## src/rtl/dmem_store_buffer_if.sv

```systemverilog
// Backing-memory request/ack bus between the store buffer and the data memory.
// Ports: mem_req/mem_we/mem_addr/mem_wdata from requester; mem_ack/mem_rdata from memory.
// Request fields are held stable until mem_ack; mem_ack is a one-cycle completion pulse.
interface dmem_store_buffer_if #(
  parameter int AW = 32,
  parameter int DW = 32
);
  logic          mem_req;
  logic          mem_we;
  logic [AW-1:0] mem_addr;
  logic [DW-1:0] mem_wdata;
  logic          mem_ack;
  logic [DW-1:0] mem_rdata;

  modport master (
    output mem_req, mem_we, mem_addr, mem_wdata,
    input  mem_ack, mem_rdata
  );

  modport slave (
    input  mem_req, mem_we, mem_addr, mem_wdata,
    output mem_ack, mem_rdata
  );
endinterface

```

## src/rtl/dmem_store_buffer.sv

```systemverilog
// Data-memory front end: FIFO store buffer with youngest-match load forwarding, background drain.
// Latency: stores and load hits 0 stall cycles; load miss = memory latency + 1 (+ any drain in flight).
// Backpressure: cpu_stall on full-buffer store without a same-cycle drain ack, or on a load miss.
// Ports: clock/reset, cpu_* MEM-stage request, mem (master side of the memory bus), wb_count/wb_empty.
module dmem_store_buffer #(
  parameter int DEPTH = 4,
  parameter int AW    = 32,
  parameter int DW    = 32,
  localparam int PW   = $clog2(DEPTH),
  localparam int CW   = PW + 1
) (
  input  logic                  clock,
  input  logic                  reset,
  input  logic                  cpu_rd,
  input  logic                  cpu_wr,
  input  logic [AW-1:0]         cpu_addr,
  input  logic [DW-1:0]         cpu_wdata,
  output logic [DW-1:0]         cpu_rdata,
  output logic                  cpu_stall,
  dmem_store_buffer_if.master   mem,
  output logic [CW-1:0]         wb_count,
  output logic                  wb_empty
);

  typedef enum logic [1:0] {IDLE, DRAIN, LOAD, LOAD_DONE} state_t;

  state_t        state;
  logic [AW-1:0] addr_q [DEPTH];
  logic [DW-1:0] data_q [DEPTH];
  logic [PW-1:0] head, tail;
  logic [CW-1:0] count, count_nxt;
  logic          req_q, we_q;
  logic [AW-1:0] maddr_q;
  logic [DW-1:0] mwdata_q, rdata_q;

  logic          hit, hit_ok, load_miss, store_req, full, drain_ack, enq, deq;
  logic [DW-1:0] hit_data;

  // Scan oldest to youngest so the last match (closest to tail) wins.
  always_comb begin
    hit      = 1'b0;
    hit_data = '0;
    for (int i = 0; i < DEPTH; i++) begin
      if (CW'(i) < count && addr_q[head + PW'(i)] == cpu_addr) begin
        hit      = 1'b1;
        hit_data = data_q[head + PW'(i)];
      end
    end
  end

  // A simultaneous rd/wr is treated as a load; the store half is dropped.
  assign store_req = cpu_wr && !cpu_rd;
  assign hit_ok    = hit && (state != LOAD);
  assign load_miss = cpu_rd && !hit;
  assign full      = (count == CW'(DEPTH));
  assign drain_ack = (state == DRAIN) && req_q && mem.mem_ack;
  // A full buffer still takes a store when the head retires at the same edge.
  assign enq       = store_req && (!full || drain_ack);
  assign deq       = drain_ack;
  assign count_nxt = count + CW'(enq) - CW'(deq);

  assign cpu_stall = cpu_rd ? !(hit_ok || state == LOAD_DONE) : (store_req && !enq);
  assign cpu_rdata = hit_ok ? hit_data : rdata_q;
  assign wb_count  = count;
  assign wb_empty  = (count == '0);

  assign mem.mem_req   = req_q;
  assign mem.mem_we    = we_q;
  assign mem.mem_addr  = maddr_q;
  assign mem.mem_wdata = mwdata_q;

  // Entry storage needs no reset: validity is tracked by count alone.
  always_ff @(posedge clock) begin
    if (enq) begin
      addr_q[tail] <= cpu_addr;
      data_q[tail] <= cpu_wdata;
    end
  end

  always_ff @(posedge clock or negedge reset) begin
    if (!reset) begin
      state    <= IDLE;
      head     <= '0;
      tail     <= '0;
      count    <= '0;
      req_q    <= 1'b0;
      we_q     <= 1'b0;
      maddr_q  <= '0;
      mwdata_q <= '0;
      rdata_q  <= '0;
    end else begin
      if (enq) tail <= tail + 1'b1;
      if (deq) head <= head + 1'b1;
      count <= count_nxt;

      case (state)
        // Decisions use count before this cycle's enqueue, so head is always a stored entry.
        IDLE: begin
          if (load_miss) begin
            state   <= LOAD;
            req_q   <= 1'b1;
            we_q    <= 1'b0;
            maddr_q <= cpu_addr;
          end else if (count != '0) begin
            state    <= DRAIN;
            req_q    <= 1'b1;
            we_q     <= 1'b1;
            maddr_q  <= addr_q[head];
            mwdata_q <= data_q[head];
          end
        end
        DRAIN: begin
          if (req_q) begin
            if (mem.mem_ack) begin
              req_q <= 1'b0;
              if (load_miss)             state <= LOAD;
              else if (count_nxt == '0)  state <= IDLE;
            end
          end else if (load_miss) begin
            // Idle gap between drains: a newly arrived miss goes first.
            state   <= LOAD;
            req_q   <= 1'b1;
            we_q    <= 1'b0;
            maddr_q <= cpu_addr;
          end else begin
            req_q    <= 1'b1;
            we_q     <= 1'b1;
            maddr_q  <= addr_q[head];
            mwdata_q <= data_q[head];
          end
        end
        LOAD: begin
          if (req_q) begin
            if (mem.mem_ack) begin
              req_q   <= 1'b0;
              rdata_q <= mem.mem_rdata;
              state   <= LOAD_DONE;
            end
          end else if (load_miss) begin
            // Entered from DRAIN after its ack; the gap cycle has passed, issue the read.
            req_q   <= 1'b1;
            we_q    <= 1'b0;
            maddr_q <= cpu_addr;
          end else begin
            state <= IDLE;
          end
        end
        LOAD_DONE: begin
          if (count != '0) begin
            state    <= DRAIN;
            req_q    <= 1'b1;
            we_q     <= 1'b1;
            maddr_q  <= addr_q[head];
            mwdata_q <= data_q[head];
          end else begin
            state <= IDLE;
          end
        end
        default: state <= IDLE;
      endcase
    end
  end

endmodule

```

## src/flat_wrapper.sv

```systemverilog
// flat-port wrapper written by rule: the top's interface ports become plain ports
module dmem_store_buffer_flat 
#(
  parameter int DEPTH = 4,
  parameter int AW    = 32,
  parameter int DW    = 32,
  localparam int PW   = $clog2(DEPTH),
  localparam int CW   = PW + 1
)
  (clock, reset, cpu_rd, cpu_wr, cpu_addr, cpu_wdata, cpu_rdata, cpu_stall, wb_count, wb_empty, mem_mem_req, mem_mem_we, mem_mem_addr, mem_mem_wdata, mem_mem_ack, mem_mem_rdata);
  dmem_store_buffer_if #(.AW(AW), .DW(DW)) mem_i ();
  input  logic clock;
  input  logic reset;
  input  logic cpu_rd;
  input  logic cpu_wr;
  input  logic [AW-1:0] cpu_addr;
  input  logic [DW-1:0] cpu_wdata;
  output logic [DW-1:0] cpu_rdata;
  output logic cpu_stall;
  output logic [CW-1:0] wb_count;
  output logic wb_empty;
  output wire logic [$bits(mem_i.mem_req)-1:0] mem_mem_req;
  output wire logic [$bits(mem_i.mem_we)-1:0] mem_mem_we;
  output wire logic [$bits(mem_i.mem_addr)-1:0] mem_mem_addr;
  output wire logic [$bits(mem_i.mem_wdata)-1:0] mem_mem_wdata;
  input wire logic [$bits(mem_i.mem_ack)-1:0] mem_mem_ack;
  input wire logic [$bits(mem_i.mem_rdata)-1:0] mem_mem_rdata;
  assign mem_mem_req = mem_i.mem_req;
  assign mem_mem_we = mem_i.mem_we;
  assign mem_mem_addr = mem_i.mem_addr;
  assign mem_mem_wdata = mem_i.mem_wdata;
  assign mem_i.mem_ack = mem_mem_ack;
  assign mem_i.mem_rdata = mem_mem_rdata;
  dmem_store_buffer #(.DEPTH(DEPTH), .AW(AW), .DW(DW)) u_core (.clock(clock), .reset(reset), .cpu_rd(cpu_rd), .cpu_wr(cpu_wr), .cpu_addr(cpu_addr), .cpu_wdata(cpu_wdata), .cpu_rdata(cpu_rdata), .cpu_stall(cpu_stall), .mem(mem_i), .wb_count(wb_count), .wb_empty(wb_empty));
endmodule
```

## config.mk

```make
export PLATFORM = sky130hd
export DESIGN_NAME = dmem_store_buffer_flat
export DESIGN_NICKNAME = d
export VERILOG_FILES = /design/src/rtl/dmem_store_buffer_if.sv /design/src/rtl/dmem_store_buffer.sv /design/src/flat_wrapper.sv
export SDC_FILE = /design/constraint.sdc
export NUM_CORES = 1
export LEC_CHECK = 0
export CORE_AREA = 2 2 338 173
export CTS_CLUSTER_DIAMETER = 100
export CTS_CLUSTER_SIZE = 10
export DETAILED_ROUTE_END_ITERATION = 12
export DIE_AREA = 0 0 340 175
export GPL_TIMING_DRIVEN = 0
export HOLD_SLACK_MARGIN = 0.02
export PLACE_DENSITY = 0.67
export SKIP_LAST_GASP = 1
export SLEW_MARGIN = 20
export SYNTH_ARGS = -nofsm -noshare
export SYNTH_HDL_FRONTEND = slang
export SYNTH_SLANG_ARGS = --single-unit
```

## constraint.sdc

```tcl
create_clock -name clock -period 10.5 [get_ports clock]
set_input_delay 1.575 -clock clock [delete_from_list [all_inputs] [get_ports clock]]
set_output_delay 1.575 -clock clock [all_outputs]
set_load 0.02 [all_outputs]
```

# [After elaboration in Yosys (flattened, before gate mapping)]
# Memories as Yosys holds them, arrays and structs flattened.
# Cells that the tools add are included.
[word_totals] ramBits=256 memories=2 output_inout_bits=103 elab_cells=118 rom_bits=0 latch_bits=0 input_bits=101 ff_bits=107
[mem_list] memory="u_core.addr_q" depth=4 word_bits=32 read_ports=4 rd_ports_with_merged_regs=0 wr=1 line_no="dmem_store_buffer.sv:28" rtl="logic [AW-1:0] addr_q [DEPTH];"
[mem_list] memory="u_core.data_q" depth=4 word_bits=32 read_ports=4 rd_ports_with_merged_regs=0 wr=1 line_no="dmem_store_buffer.sv:29" rtl="logic [DW-1:0] data_q [DEPTH];"
[op_classes] div_mod_pow=0 shift=0 add_sub_neg=6 n_bitwise=0 order_cmp=4 reduce_logical=27 n_mul=0 mux=50 n_eq_ne=20
[op_table] op="two-way mux 32 bit" n=15
[op_table] op="equality test 32 bit" n=4
[op_table] op="one-hot mux 32 bit (4 select lines)" n=1
[op_table] op="one-hot mux 32 bit (3 select lines)" n=1
[op_table] op="two-way mux 1 bit" n=20
[op_table] op="two-way mux 2 bit" n=10
[op_table] op="logical AND 1 bit" n=11
[op_table] op="!= test 2 bit, second input constant" n=5
[op_table] op="one-hot mux 1 bit (4 select lines)" n=2
[op_table] op="one-hot mux 2 bit (4 select lines)" n=1
[op_table] op="zero test 3 bit" n=2
[op_table] op="< comparator 1 x 3 -> 1 bit, first input constant" n=2
[op_table] op="< comparator 2 x 3 -> 1 bit, first input constant" n=2
[op_table] op="!= test 3 x 1 -> 1 bit, second input constant" n=2
[op_table] op="!= test 3 x 2 -> 1 bit, second input constant" n=2
[op_table] op="!= test 3 bit, second input constant" n=2
[op_table] op="AND reduction 3 bit" n=2
[op_table] op="AND reduction 6 bit" n=1
[op_table] op="nonzero test 3 bit" n=2
[op_table] op="zero test 1 bit" n=5
[op_table] op="adder 2 x 1 -> 2 bit, second input constant" n=2
[op_table] op="adder 2 bit, second input constant" n=2
[op_table] op="equality test 2 bit, second input constant" n=2
[op_table] op="AND reduction 4 bit" n=1
[op_table] op="other kinds (7)" n=8

# [Logic depth before layout (Yosys ltp)]
# Gate-level depths: netlist (run 1).
[depth] depth_word=13 depth_mapped=17 mapped_depth_nobuf=11

# [Least setup slack after synthesis (run 1)]
# No wires, ideal clock.
[synth_timing] path_type="input -> output" start="input cpu_addr[17]" end="output cpu_rdata[31]" t_arrival_ns=4.458 n_path_buf=2 slack_ns=4.467 path_stages=9 required_ns=8.925 cell_sequence="and2_1 > a221o_1 > or4_1 > or4_4 > o21ai_1 > o22ai_1 > clkbuf_1 > clkbuf_1 > o31ai_1"
[synth_between] elab_chain_len=8 elab_cells_between_ends=18 cone_classes="4 x eq/ne; 9 x mux; 5 x reduce/logical"
[synth_rtl] element="from (decl)" line_no="flat_wrapper.sv:16" rtl="input logic [AW-1:0] cpu_addr;"
[synth_rtl] element="equality test 32 bit" line_no="dmem_store_buffer.sv:44" rtl="if (CW'(i) < count && addr_q[head + PW'(i)] == cpu_addr) begin"
[synth_rtl] element="logical AND 1 bit" line_no="dmem_store_buffer.sv:44"
[synth_rtl] element="two-way mux 1 bit (4 in a row)" line_no="dmem_store_buffer.sv:44"
[synth_rtl] element="logical AND 1 bit" line_no="dmem_store_buffer.sv:53" rtl="assign hit_ok = hit && (state != LOAD);"
[synth_rtl] element="two-way mux 32 bit (*)" line_no="dmem_store_buffer.sv:63" rtl="assign cpu_rdata = hit_ok ? hit_data : rdata_q;"
[synth_rtl] element="to (decl)" line_no="flat_wrapper.sv:18" rtl="output logic [DW-1:0] cpu_rdata;"
# Every way passes the cells marked *; elsewhere a longest branch is shown, timed or not.

# [Final worst setup path (run 1)]
[layout_timing] start="input cpu_addr[28]" end="output cpu_rdata[31]"
# The elaborated chain is that of the path after synthesis.

==> results_dict.tcl, run 1 <==
set metrics [dict create \
    yosysWarningCount 0 \
    io_buffers 203 \
    crit_path_end_kind "primary output" \
    fp-row-count 62 \
    synth_most_common_cell "edfxtp_1" \
    placed_area_mm2 0.0255 \
    dr.pass1.iters 7 \
    syn-num-nets 1970 \
    routedWlPerCell_um 35.7 \
    yosys-top-cells-count "256 x edfxtp_1, 130 x a211oi_1, 115 x clkbuf_1, 115 x nor2_1, 113 x mux2_2" \
    antenna_left 0 \
    min_period_ps 10000 \
    synth_top_area_cell "edfxtp_1" \
    nets 2222 \
    cts_buffer_depth 3 \
    grt-ovfl-total 0 \
    place_congestion 1.00 \
    slew_viol_final 0 \
    worstSetupPathType "in2out" \
    htreeDepth 2 \
    relSlewSlack_pct 11.8 \
    finalHoldViolCount 0 \
    fin_area_mm2 0.0267 \
    finClkSkew_ps 37.3 \
    crit_required_ps 8930 \
    synthesis.area_mm2 0.0223 \
    grt.total_usage_pct 34.2 \
    via_per_inst 6.74 \
    cts_tree "done" \
    drive_above_1_share_pct 14.2 \
    cts_resized 0 \
    arrival_ps 8420 \
    antenna_found_initial 4 \
    synthesis.instances 1860 \
    synthDistinctLibCells 76 \
    root_buffer "clkbuf_16" \
    start_util_pct 39.5 \
    routed-via-count 19600 \
    area_delta_synth_final_pct 19.5 \
    avgSynthCellArea_um2 12.0 \
    worstMarginPinSlew_ps 1320 \
    grt_pass1_wl_um 144000 \
    cts_buffers 42 \
    insertion_delay_ps 600 \
    die_h_um 175 \
    total_leakage_power_nw 9.09 \
    die_w_um 340 \
    p_per_area_mw_per_mm2 319 \
    vdd_drop_max_uv 133 \
    synth-edff-count 256 \
    fillers 5068 \
    synth_top_flop_cell "edfxtp_1" \
    regToRegSetupSlack_ps 4180 \
    hold_ws_ps 485 \
    p_total_w 0.00851 \
    hp-class "reg2reg" \
    setup_ws_ps 504 \
    cts_sinks 363 \
    grt_max_degree 68 \
    max_cap_viol_count 0 \
    async_reset_ff_share_pct 29.5 \
    outcome "finished clean" \
    post-route-period-util_pct 95.2 \
    setup_viol 0 \
    drt_wl_total_um 104000 \
    max_freq_mhz 100 \
    post-cts-setup-buffers 0 \
    synth_top_area_share_pct 34.4 \
    pre_cts_ws_ps 972 \
    crit_path_start_kind "primary input" \
    grt_pass1_vias 18300 \
    synthTopCellsByArea "edfxtp_1 34%, dfrtp_1 12%, mux4_2 8.7%" \
    boundaryPins 204 \
    route.detailed.drc 0 \
    place_hpwl_um 78600 \
    synth_seq_cells 363 \
    path_clk_slew_ps 60 \
    core-area_mm2 0.0566 \
    seq_area_frac_synth_pct 46.4 \
    first_iter_violations 3617 \
    rsz0062_at_grt "false" \
    setup_tns_ps 0 \
    dieArea_mm2 0.0595 \
    cts_hold_buffers 0 \
    worstPathMaxFanout 10 \
]
[per-stage QoR]
stage	cells	utilization [%]
2_1_floorplan	1860	-
3_3_place_gp	2831	44.8
3_5_place_dp	2836	45.0
4_1_cts	2906	47.2
5_1_grt	2908	47.2
6_report	2909	47.2
[cells in the final DEF, fill, tap and decap left out, types with 11 or more instances in the layout]
cell	count
o22ai_1	11
a221oi_1	11
clkbuf_16	43
a21oi_1	41
mux2_2	113
xor2_1	36
mux2i_1	102
buf_6	14
nand4_1	15
mux2_1	30
a211oi_1	130
nor2b_1	46
mux4_2	86
xnor2_1	78
nand2_1	100
buf_1	26
o31a_1	15
nor4_1	15
o221ai_1	56
a311oi_1	12
o31ai_1	33
o21ai_0	20
o211ai_1	44
inv_1	30
clkdlybuf4s50_1	202
dfrtp_1	107
clkbuf_1	139
edfxtp_1	256
nor2_1	115
buf_2	21
a22o_1	42
nand3_1	29
[final cells by class]
type,count,area [um2],share of cell area [%]
Tap cell,768,961,3.60
Inverter,32,120,0.450
Clock buffer,67,1170,4.37
Buffer,182,833,3.12
Timing Repair Buffer,208,2170,8.14
Clock inverter,3,37.5,0.141
Sequential cell,363,10400,38.8
Multi-Input combinational cell,1283,11000,41.3
Antenna cell,3,7.51,0.0281
[kinds of logic after synthesis]
kind of cell               count (synthesis)  synth area share (%)
AOI/OAI and AO/OA                        469                  16.2
xor gates and xnor gates                 114                  4.47
adders and majority gates                  9                 0.538
buffers and inverters                    214                  4.27
DFF                                      363                  46.4
muxes                                    331                  20.5
and+or+nand+nor                          360                  7.60
[sequential cells by signal, summed over array words and instances (netlist names)]
| signal | count |
|---|---|
| u_core.tail | 2 |
| u_core.wb_count | 3 |
| u_core.rdata_q | 32 |
| u_core.mem.mem_we | 1 |
| u_core.mem.mem_wdata | 32 |
| u_core.state | 2 |
| u_core.addr_q | 128 |
| u_core.data_q | 128 |
| u_core.mem.mem_addr | 32 |
| u_core.head | 2 |
| u_core.mem.mem_req | 1 |
[worst max-delay path, stage by stage]
cell and delay, ps:
clkdlybuf4s50_1 810, clkbuf_1 730, xor2_1 470, nor4_1 760, nand4_1 400, or4_1 560
clkbuf_1 360, a21bo_2 470, o22ai_1 150, clkbuf_1 420, clkbuf_1 450, o31ai_1 550
clkdlybuf4s50_1 700
[power breakdown]
group | switching, W | leakage [nW] | internal [W]
logic | 0.00313 | 4.92 | 0.00185
registers | 0.000247 | 3.60 | 0.00187
clock network | 0.000646 | 0.577 | 0.000760
[layer usage]
layer / up-vias / global-route usage (%) / wire [um]
li1: 7848 / - / -
met1: 10100 / 53.5 / 46900
met2: 1568 / 41.0 / 37600
met3: 137 / 17.1 / 17700
met4: 6 / 5.77 / 1540
met5: - / 0 / 117
[path summary, 6_finish.rpt]
check / startpoint / end / cells after the start
min in group asynchronous: reset / u_core.rdata_q[24] / 1
worst min register to register: u_core.mem.mem_wdata[24] / u_core.mem.mem_wdata[24] / 1
worst max register to register: u_core.head[1] / u_core.mem.mem_wdata[27] / 15
max in group asynchronous: reset / u_core.mem.mem_wdata[9] / 2
worst max-delay path: cpu_addr[28] / cpu_rdata[31] / 13
worst min-delay path: u_core.mem.mem_wdata[24] / u_core.mem.mem_wdata[24] / 1
Power figures use the tool's default switching activity.
==> run 2, diff against run 1 <==
- CORE_AREA: 2 2 338 173 -> 5 5 341 176
- DIE_AREA: 0 0 340 175 -> 0 0 346 181
- clock period: 10.5 -> 12.3 ns (I/O delays scaled with it)
==> run 2 against run 1 <==
Worst hold slack improved by 4.9 ps. Final area about the same. Non-clock buffer count unchanged. Clock skew increased by 4.6 ps. Combinational power decreased by 14%. Critical endpoint unchanged. Largest power group unchanged. Highest routed layer unchanged.
==> results_dict.tcl, run 2 (synthesis results as in run 1) <==
set metrics [dict create \
    slew_viol_final 0 \
    dr.pass1.iters 6 \
    grt.total_usage_pct 32.1 \
    cts_buffer_depth 3 \
    htreeDepth 2 \
    crit_path_end_kind "primary output" \
    swShare_pct 47.4 \
    final_common_cell "edfxtp_1" \
    min_period_ps 10250 \
    start_util_pct 39.4 \
    crit_path_start_kind "primary input" \
    instances_no_fill 2914 \
    worstPathMaxFanout 10 \
    reg2reg_depth 14 \
    p_per_area_mw_per_mm2 273 \
    grtUsageMet1_pct 49.4 \
    crit_required_ps 10450 \
    worstSetupPathType "in2out" \
    root_buffer "clkbuf_16" \
    cts_hold_buffers 0 \
    relSlewSlack_pct 11.0 \
    crit_path_start "cpu_addr[7]" \
    place_congestion 1.01 \
    grt-ovfl-total 0 \
    use_met2_pct 38.4 \
    hp-class "reg2reg" \
    timing.rr.start "u_core.head[1]" \
    cts_resized 0 \
    area_delta_synth_final_pct 19.5 \
    p_comb_share_pct 59.0 \
    post-cts-setup-buffers 0 \
    vdd_drop_max_uv 109 \
    place_hpwl_um 80300 \
    via_per_inst 6.73 \
    drt_wl_total_um 105000 \
    rsz0062_at_grt "false" \
    fin_area_mm2 0.0267 \
    fp-row-count 62 \
    grt_pass1_vias 18300 \
    drive_above_1_share_pct 14.5 \
    placedCellCount 2836 \
    grt_max_degree 69 \
    nets 2222 \
    max_freq_mhz 97.6 \
    final_cell_mix "256 x edfxtp_1, 202 x clkdlybuf4s50_1, 145 x clkbuf_1, 130 x a211oi_1, 114 x nor2_1" \
    globalRouteMet3Util_pct 18.6 \
    slowest_delay_ps 840 \
    setup_viol 0 \
    cts_tree "done" \
    top_usage_layer "met1" \
    antenna_left 0 \
    cpMaxStageDelayCell "clkbuf_1" \
    min_from "u_core.mem.mem_wdata[13]" \
    finClkSkew_ps 41.9 \
    placed_area_mm2 0.0255 \
    io_buffers 203 \
    die_h_um 181 \
    antenna_found_initial 4 \
    grt_pass1_wl_um 144000 \
    core-area_mm2 0.0566 \
    pwr-share-seq_pct 24.8 \
    post-route-period-util_pct 83.3 \
    min_path_cells 1 \
    reg.largest.list "u_core.addr_q x128, u_core.data_q x128" \
    arrival_ps 8400 \
    insertion_delay_ps 600 \
    power.share.clock_pct 16.2 \
    first_iter_violations 3162 \
    setup_tns_ps 0 \
    path_clk_slew_ps 60 \
    r2r-end "u_core.mem.mem_wdata[26]" \
    cts_sinks 363 \
    worstMarginPinSlew_ps 1300 \
    cts_buffers 42 \
    endpoint "cpu_rdata[31]" \
    internal_power_w 0.00383 \
    dieArea_mm2 0.0626 \
    die_w_um 346 \
    hold_ws_ps 490 \
    outcome "finished clean" \
    p_sw_w 0.00345 \
    crit_top_cell "clkbuf_1" \
    route.detailed.drc 0 \
    regToRegSetupSlack_ps 5860 \
    total_leakage_power_nw 9.08 \
    max_cap_viol_count 0 \
    routed-via-count 19600 \
    cp_cell_sequence "clkdlybuf4s50_1, clkbuf_1, o221ai_1, a2111oi_0, o2111ai_1, or4_4, o21ai_2, o22ai_1, clkbuf_1, clkbuf_1, o31ai_1, clkdlybuf4s50_1" \
    boundaryPins 204 \
    routedWlPerCell_um 35.9 \
    finalHoldViolCount 0 \
]
[run 2: worst min-delay path by stage]
stage                                          end
final                     u_core.mem.mem_wdata[13]
after global routing      u_core.mem.mem_wdata[17]
after CTS                 u_core.mem.mem_wdata[17]
after detailed placement  u_core.mem.mem_wdata[17]
after global placement    u_core.mem.mem_wdata[23]
after floorplan                 u_core.rdata_q[31]
[run 2: worst max-delay path: cells and delay by family]
family                 cells  cell delay, ps
AO/OA/AOI/OAI              6            2870
buffers and inverters      5            3100
AND/OR/NAND/NOR            1             570
[run 2: final cells by class]
| type | count | area, um2 |
|---|---|---|
| timing repair buffer | 208 | 2150 |
| inverter | 32 | 120 |
| buffer | 182 | 833 |
| clock inverter | 4 | 42.5 |
| tap | 768 | 961 |
| clock buffer | 72 | 1160 |
| multi-input combinational | 1283 | 11000 |
| sequential | 363 | 10400 |
| antenna | 2 | 5.00 |
| fill | 5143 | 29900 |
[run 2: per-stage QoR]
stage | setup slack [ps] | utilization [%] | total power (W)
after floorplan | 5730 | - | 0.00420
after global placement | 1860 | 44.7 | 0.00587
after detailed placement | 2020 | 45.0 | 0.00590
after CTS | 2010 | 47.1 | 0.00709
after global routing | 2090 | 47.1 | 0.00747
final | 2050 | 47.1 | 0.00727
[run 2: power by group through the flow]
stage | logic, W | registers [W] | clock network [W]
floorplan | 0.00231 | 0.00189 | 0
global placement | 0.00405 | 0.00182 | 0
detailed placement | 0.00409 | 0.00182 | 0
CTS | 0.00410 | 0.00180 | 0.00119
global route | 0.00440 | 0.00183 | 0.00124
finish | 0.00429 | 0.00180 | 0.00118
[run 2: per-layer routing]
metal  vias to the layer above  wire length [um]  part of all wire, %
met4                         8              1790                  1.7
met2                      1672             37000                   35
met1                      9919             46500                   44
met5                         -                49                0.047
li1                       7865                 -                    -
met3                       161             19300                   18
